==> src/rtl/posit_mul_stream_if.sv <==
// Stream-side signal bundle for posit_mul_stream: operand port, multiplier
// address/data port and result port.
interface posit_mul_stream_if #(
  parameter int POSIT_SIZE = 4
);
  // Both stream ports use plain valid/ready: a transfer happens on a rising
  // edge where VALID and READY are both high. The producer holds VALID and its
  // data until that edge; READY never depends on VALID in the same cycle.
  logic                  IN_VALID;
  logic                  IN_READY;
  logic [POSIT_SIZE-1:0] IN_A1;
  logic [POSIT_SIZE-1:0] IN_A2;
  logic [POSIT_SIZE-1:0] MUL_A1;
  logic [POSIT_SIZE-1:0] MUL_A2;
  logic [POSIT_SIZE-1:0] MUL_DATA;
  logic                  OUT_VALID;
  logic                  OUT_READY;
  logic [POSIT_SIZE-1:0] OUT_DATA;

  modport slave (
    input  IN_VALID, IN_A1, IN_A2, MUL_DATA, OUT_READY,
    output IN_READY, MUL_A1, MUL_A2, OUT_VALID, OUT_DATA
  );

  modport master (
    output IN_VALID, IN_A1, IN_A2, MUL_DATA, OUT_READY,
    input  IN_READY, MUL_A1, MUL_A2, OUT_VALID, OUT_DATA
  );
endinterface

==> src/rtl/posit_mul_stream.sv <==
// Sign/special-case shell around a fixed-latency posit magnitude multiplier,
// with a sidecar pipe tracking in-flight pairs and a credit-guarded result FIFO.
module posit_mul_stream #(
  parameter int POSIT_SIZE = 4,
  parameter int LATENCY    = 2,
  parameter int FIFO_DEPTH = 4
) (
  input logic               CLK,
  input logic               RST_N,
  posit_mul_stream_if.slave bus
);
  localparam int N  = POSIT_SIZE;
  localparam int AW = (FIFO_DEPTH > 1) ? $clog2(FIFO_DEPTH) : 1;
  localparam int CW = $clog2(FIFO_DEPTH + 1);
  localparam int IW = $clog2(LATENCY + 1);
  localparam logic [N-1:0] NAR = {1'b1, {(N-1){1'b0}}};

  logic          accept;
  logic          push;
  logic          pop;
  logic          nar_c;
  logic          zero_c;
  logic          sign_c;
  logic [N-1:0]  mag_a1;
  logic [N-1:0]  mag_a2;
  logic [N-1:0]  mul_m;
  logic [N-1:0]  res_c;
  logic [IW-1:0] inflight;
  logic [31:0]   used_c;

  logic                rdy_en_q;
  logic [LATENCY-1:0]  vld_q;
  logic [LATENCY-1:0]  sgn_q;
  logic [LATENCY-1:0]  zro_q;
  logic [LATENCY-1:0]  nar_q;
  logic [N-1:0]        mem_q [FIFO_DEPTH];
  logic [AW-1:0]       wr_q, wr_d;
  logic [AW-1:0]       rd_q, rd_d;
  logic [CW-1:0]       count_q, count_d;

  function automatic logic [AW-1:0] ptr_inc(input logic [AW-1:0] p);
    return (p == AW'(FIFO_DEPTH - 1)) ? '0 : p + 1'b1;
  endfunction

  always_comb begin
    mag_a1 = bus.IN_A1[N-1] ? -bus.IN_A1 : bus.IN_A1;
    mag_a2 = bus.IN_A2[N-1] ? -bus.IN_A2 : bus.IN_A2;
    nar_c  = (bus.IN_A1 == NAR) || (bus.IN_A2 == NAR);
    zero_c = !nar_c && ((bus.IN_A1 == '0) || (bus.IN_A2 == '0));
    sign_c = bus.IN_A1[N-1] ^ bus.IN_A2[N-1];
  end

  // Multiplier addresses follow the operands every cycle, accepted or not.
  assign bus.MUL_A1 = {1'b0, mag_a1[N-2:0]};
  assign bus.MUL_A2 = {1'b0, mag_a2[N-2:0]};

  always_comb begin
    inflight = '0;
    for (int i = 0; i < LATENCY; i++) inflight = inflight + IW'(vld_q[i]);
  end

  // Credits come from registered state only, so a same-cycle pop never
  // feeds back into IN_READY.
  assign used_c       = 32'(inflight) + 32'(count_q);
  assign bus.IN_READY = rdy_en_q && (used_c < 32'(FIFO_DEPTH));
  assign accept       = bus.IN_VALID && bus.IN_READY;

  always_ff @(posedge CLK or negedge RST_N) begin
    if (!RST_N) begin
      rdy_en_q <= 1'b0;
      vld_q    <= '0;
      sgn_q    <= '0;
      zro_q    <= '0;
      nar_q    <= '0;
    end else begin
      rdy_en_q <= 1'b1;
      vld_q[0] <= accept;
      sgn_q[0] <= sign_c;
      zro_q[0] <= zero_c;
      nar_q[0] <= nar_c;
      for (int i = 1; i < LATENCY; i++) begin
        vld_q[i] <= vld_q[i-1];
        sgn_q[i] <= sgn_q[i-1];
        zro_q[i] <= zro_q[i-1];
        nar_q[i] <= nar_q[i-1];
      end
    end
  end

  always_comb begin
    mul_m = {1'b0, bus.MUL_DATA[N-2:0]};
    if (nar_q[LATENCY-1])      res_c = NAR;
    else if (zro_q[LATENCY-1]) res_c = '0;
    else if (sgn_q[LATENCY-1]) res_c = -mul_m;
    else                       res_c = mul_m;
  end

  assign push = vld_q[LATENCY-1];
  assign pop  = (count_q != '0) && bus.OUT_READY;

  always_comb begin
    wr_d    = push ? ptr_inc(wr_q) : wr_q;
    rd_d    = pop  ? ptr_inc(rd_q) : rd_q;
    count_d = count_q;
    case ({push, pop})
      2'b10:   count_d = count_q + 1'b1;
      2'b01:   count_d = count_q - 1'b1;
      default: count_d = count_q;
    endcase
  end

  always_ff @(posedge CLK or negedge RST_N) begin
    if (!RST_N) begin
      wr_q    <= '0;
      rd_q    <= '0;
      count_q <= '0;
    end else begin
      wr_q    <= wr_d;
      rd_q    <= rd_d;
      count_q <= count_d;
    end
  end

  always_ff @(posedge CLK) begin
    if (push) mem_q[wr_q] <= res_c;
  end

  assign bus.OUT_VALID = (count_q != '0);
  assign bus.OUT_DATA  = bus.OUT_VALID ? mem_q[rd_q] : '0;
endmodule

==> src/flat_wrapper.sv <==
// flat-port wrapper written by rule: the top's interface ports become plain ports
module posit_mul_stream_flat 
#(
  parameter int POSIT_SIZE = 4,
  parameter int LATENCY    = 2,
  parameter int FIFO_DEPTH = 4
)
  (CLK, RST_N, bus_IN_VALID, bus_IN_A1, bus_IN_A2, bus_MUL_DATA, bus_OUT_READY, bus_IN_READY, bus_MUL_A1, bus_MUL_A2, bus_OUT_VALID, bus_OUT_DATA);
  posit_mul_stream_if #(.POSIT_SIZE(POSIT_SIZE)) bus_i ();
  input logic CLK;
  input logic RST_N;
  input wire logic [$bits(bus_i.IN_VALID)-1:0] bus_IN_VALID;
  input wire logic [$bits(bus_i.IN_A1)-1:0] bus_IN_A1;
  input wire logic [$bits(bus_i.IN_A2)-1:0] bus_IN_A2;
  input wire logic [$bits(bus_i.MUL_DATA)-1:0] bus_MUL_DATA;
  input wire logic [$bits(bus_i.OUT_READY)-1:0] bus_OUT_READY;
  output wire logic [$bits(bus_i.IN_READY)-1:0] bus_IN_READY;
  output wire logic [$bits(bus_i.MUL_A1)-1:0] bus_MUL_A1;
  output wire logic [$bits(bus_i.MUL_A2)-1:0] bus_MUL_A2;
  output wire logic [$bits(bus_i.OUT_VALID)-1:0] bus_OUT_VALID;
  output wire logic [$bits(bus_i.OUT_DATA)-1:0] bus_OUT_DATA;
  assign bus_i.IN_VALID = bus_IN_VALID;
  assign bus_i.IN_A1 = bus_IN_A1;
  assign bus_i.IN_A2 = bus_IN_A2;
  assign bus_i.MUL_DATA = bus_MUL_DATA;
  assign bus_i.OUT_READY = bus_OUT_READY;
  assign bus_IN_READY = bus_i.IN_READY;
  assign bus_MUL_A1 = bus_i.MUL_A1;
  assign bus_MUL_A2 = bus_i.MUL_A2;
  assign bus_OUT_VALID = bus_i.OUT_VALID;
  assign bus_OUT_DATA = bus_i.OUT_DATA;
  posit_mul_stream #(.POSIT_SIZE(POSIT_SIZE), .LATENCY(LATENCY), .FIFO_DEPTH(FIFO_DEPTH)) u_core (.CLK(CLK), .RST_N(RST_N), .bus(bus_i));
endmodule
==> config.mk <==
export PLATFORM = sky130hd
export DESIGN_NAME = posit_mul_stream_flat
export DESIGN_NICKNAME = d
export VERILOG_FILES = /design/src/rtl/posit_mul_stream_if.sv /design/src/rtl/posit_mul_stream.sv /design/src/flat_wrapper.sv
export SDC_FILE = /design/constraint.sdc
export NUM_CORES = 1
export LEC_CHECK = 0
export ABC_AREA = 1
export CAP_MARGIN = 10
export CELL_PAD_IN_SITES_DETAIL_PLACEMENT = 0
export CELL_PAD_IN_SITES_GLOBAL_PLACEMENT = 1
export CORE_ASPECT_RATIO = 1.4
export CORE_MARGIN = 1
export CORE_UTILIZATION = 30
export CTS_BUF_LIST = sky130_fd_sc_hd__clkbuf_2
export DETAILED_ROUTE_END_ITERATION = 10
export GPL_TIMING_DRIVEN = 0
export HOLD_SLACK_MARGIN = 0.1
export PLACE_DENSITY_LB_ADDON = 0.1
export SYNTH_ARGS = -nofsm -noshare
export SYNTH_HDL_FRONTEND = slang
export SYNTH_SLANG_ARGS = --single-unit
==> constraint.sdc <==
create_clock -name CLK -period 1.9 [get_ports CLK]
set_input_delay 0.285 -clock CLK [delete_from_list [all_inputs] [get_ports CLK]]
set_output_delay 0.285 -clock CLK [all_outputs]
set_load 0.05 [all_outputs]
==> out/results.ini <==
[status]
status = complete, no violations

[synthesis]
netlist_area_sq_mm = 0.001660
muxShareOfSynthArea_pct = 0
post-synth-top-count-cell = inv_1
yosysTopAreaCellShare_pct = 28.94
ys_warn_count = 0
ys_async_sr_fraction_pct = 50.00
synth_simple_gate_area_share_pct = 17.86
synth_compound_area_share_pct = 4.672
synth_fa_ha_area_share_pct = 8.742
syn_area_per_cell_sq_um = 8.879
netlist_top_cells_count = 48 x inv_1, 42 x nand2_1, 16 x dfrtp_1, 16 x edfxtp_1, 14 x nand3_1
synth_top_family_by_area = simple AND/OR/NAND/NOR gates
synth_area_leader_cell = edfxtp_1
ys_seq_area_share_pct = 53.05
postSynthCellCount = 187
synth_area_leaders = edfxtp_1 29%, dfrtp_1 24%, inv_1 11%
ys_seq_elements = 32
synth-xor-area-share_pct = 1.583
ys_dominant_reg_cell = edfxtp_1
synth_edf_count = 16
synth_cell_types = 23

[sta]
rsz0062_at_grt = true
hold_viol = 0
drv_slew = 0
setup_ws_ps = 71.36
hold_slack_ps = 340.5
finalCritPeriodShare_pct = 96.24
clock_skew_ps = 6.278
fmax_mhz = 546.9
layout_min_cycle_time_ps = 1829
tightest_slew_ps = 750.4
setup_viol = 0
slew_headroom_pct = 49.82

[cells_and_area]
layout.nets = 250
fin_util_pct = 39.78
antenna_cells = 0
syn2layout_area_growth_pct = 25.47
stdcell_count = 290
drive_gt1_share_pct = 16.52
fillCellCount = 565

[detailed_routing]
first_iter_violations = 18
vias = 1235
viasPerCell = 4.259
drc_errors = 0
wirelength_mm = 2.933
wl_per_cell_um = 10.11
ant_nets = 0
first_pass_iters = 4

[clock_tree]
path_clk_slew_ps = 170
cts_made_buffers = 5
cts_tree = done
cts-htree-levels = 2
clockBufferDepth = 2
cts_sinks = 32
cts_root_buf = clkbuf_2
insertion_delay_ps = 360

[global_routing]
top_usage_layer = met2
grt_pass1_vias = 1230
grt_use_met2_pct = 20.49
grt_use_met1_pct = 11.60
grt_max_degree = 17
globalRouteMet3Util_pct = 3.680
grt_first_pass_wirelength_mm = 5.112
antenna_found_initial = 0
grt_use_total_pct = 11.56
grt.overflow.total = 0

[worst_hold_path]
holdCritPathClass = in2async

[power_and_ir_drop]
cellLeakagePower_uw = 0.001071
ir_drop_uv = 431.3
power_uw = 2708
power_density_mw_per_mm2 = 1300

[floorplan]
die_w_um = 64.88
rows = 31
die_area_sq_mm = 0.005840
ioPinCount = 30
fp.dieH_um = 90.03
start_util_pct = 31.71
core_area_sq_mm = 0.005236

[place]
placed_cells = 280
port_buffers = 26
gp_congestion = 0.6882
hpwl_mm = 2.342
dp_slack_ps = -521.6

[setup_path]
critPathKind = reg2out
start_kind = flop
cp.arrival_ps = 1540
worstPathMaxFanout = 3
crit_path_end_kind = primary output
critPathRequiredTime_ps = 1620

[run]
maxCapViolCount = 0

-- flip-flops by register name, indices dropped and copies added, names as in the netlist --
signal / flops
u_core.zro_q: 2
u_core.nar_q: 2
u_core.wr_q: 2
u_core.sgn_q: 2
u_core.rdy_en_q: 1
u_core.mem_q: 16
u_core.vld_q: 2
u_core.rd_q: 2
u_core.count_q: 3
-- logic make-up (layout without fill, tap and decap cells) --
group | after synthesis | count (layout)
xor+xnor | 3 | 3
buf+inv | 54 | 90
simple gates | 70 | 70
fa+ha+maj | 11 | 11
compound gates | 15 | 15
flops | 32 | 32
other cells | 2 | 3
-- placed cells by master, fill, tap and decap left out, drive strengths merged, types with 6 or more instances in the layout --
| master | Yosys | layout |
|---|---|---|
| a21oi | 6 | 6 |
| clkdlybuf4s50 | 0 | 14 |
| nor2 | 8 | 8 |
| ha | 10 | 10 |
| edfxtp | 16 | 16 |
| o21ai | 8 | 8 |
| nand2 | 43 | 43 |
| clkbuf | 0 | 7 |
| dfrtp | 16 | 16 |
| nand3 | 15 | 15 |
| inv | 48 | 48 |
| buf | 6 | 15 |
-- worst paths after layout --
check | from | end | slack, ps | cells past startpoint
max in group asynchronous | RST_N | u_core.rd_q[1]$_DFFE_PN0P_ | 1050 | 1
min in group CLK | u_core.nar_q[0]$_DFF_PN0_ | u_core.nar_q[1]$_DFF_PN0_ | 370 | 0
worst min register to register | u_core.nar_q[0]$_DFF_PN0_ | u_core.nar_q[1]$_DFF_PN0_ | 370 | 0
worst max register to register | u_core.count_q[1]$_DFFE_PN0P_ | u_core.count_q[1]$_DFFE_PN0P_ | 90 | 8
worst max-delay path | u_core.count_q[0]$_DFFE_PN0P_ | bus_IN_READY | 70 | 7
worst min-delay path | RST_N | u_core.rd_q[0]$_DFFE_PN0P_ | 340 | 1
-- power breakdown --
| group | leakage, uW | switching, uW | total [uW] | internal, uW |
|---|---|---|---|---|
| Combinational | 0.000688 | 850 | 1300 | 451 |
| Clock | 0.0000390 | 233 | 453 | 220 |
| Sequential | 0.000344 | 90.0 | 954 | 864 |
-- final cells by class --
| type | count | area [sq um] | area share, % |
|---|---|---|---|
| Inverter | 48 | 180.2 | 8.649 |
| Timing Repair Buffer | 28 | 251.5 | 12.07 |
| Tap cell | 66 | 82.58 | 3.964 |
| Clock buffer | 5 | 25.02 | 1.201 |
| Multi-Input combinational cell | 102 | 573.1 | 27.51 |
| Clock inverter | 3 | 42.54 | 2.042 |
| Buffer | 6 | 46.29 | 2.222 |
| Sequential cell | 32 | 882.1 | 42.34 |
-- metal layers --
layer  vias up  share of wire [%]
met5         -                  0
met4         0                1.7
met3         6                4.9
met2        34                 54
met1       561                 39
li1        634                  -
-- metrics by stage --
stage | area (sq um) | TNS [ps]
finish | 2083 | 0
global route | 2083 | -117.5
CTS | 2047 | 0
detailed placement | 2007 | -2572
global placement | 2007 | -2147
floorplan | 1664 | 0
-- timing repair --
action	4_1_cts	5_1_grt
hold buffers	0	0
pin swaps	1	0
endpoints found under the setup margin	12	12
resized for setup	50	23
buffers inserted	0	2
-- critical path: stages (launching register included) --
cell and delay, ps:
dfrtp_1 450, ha_1 280, nand2_1 60, nand2_1 50
nand2_1 60, nand3_2 80, inv_2 70, buf_8 140
No activity file was read; power rests on OpenSTA's default activity.
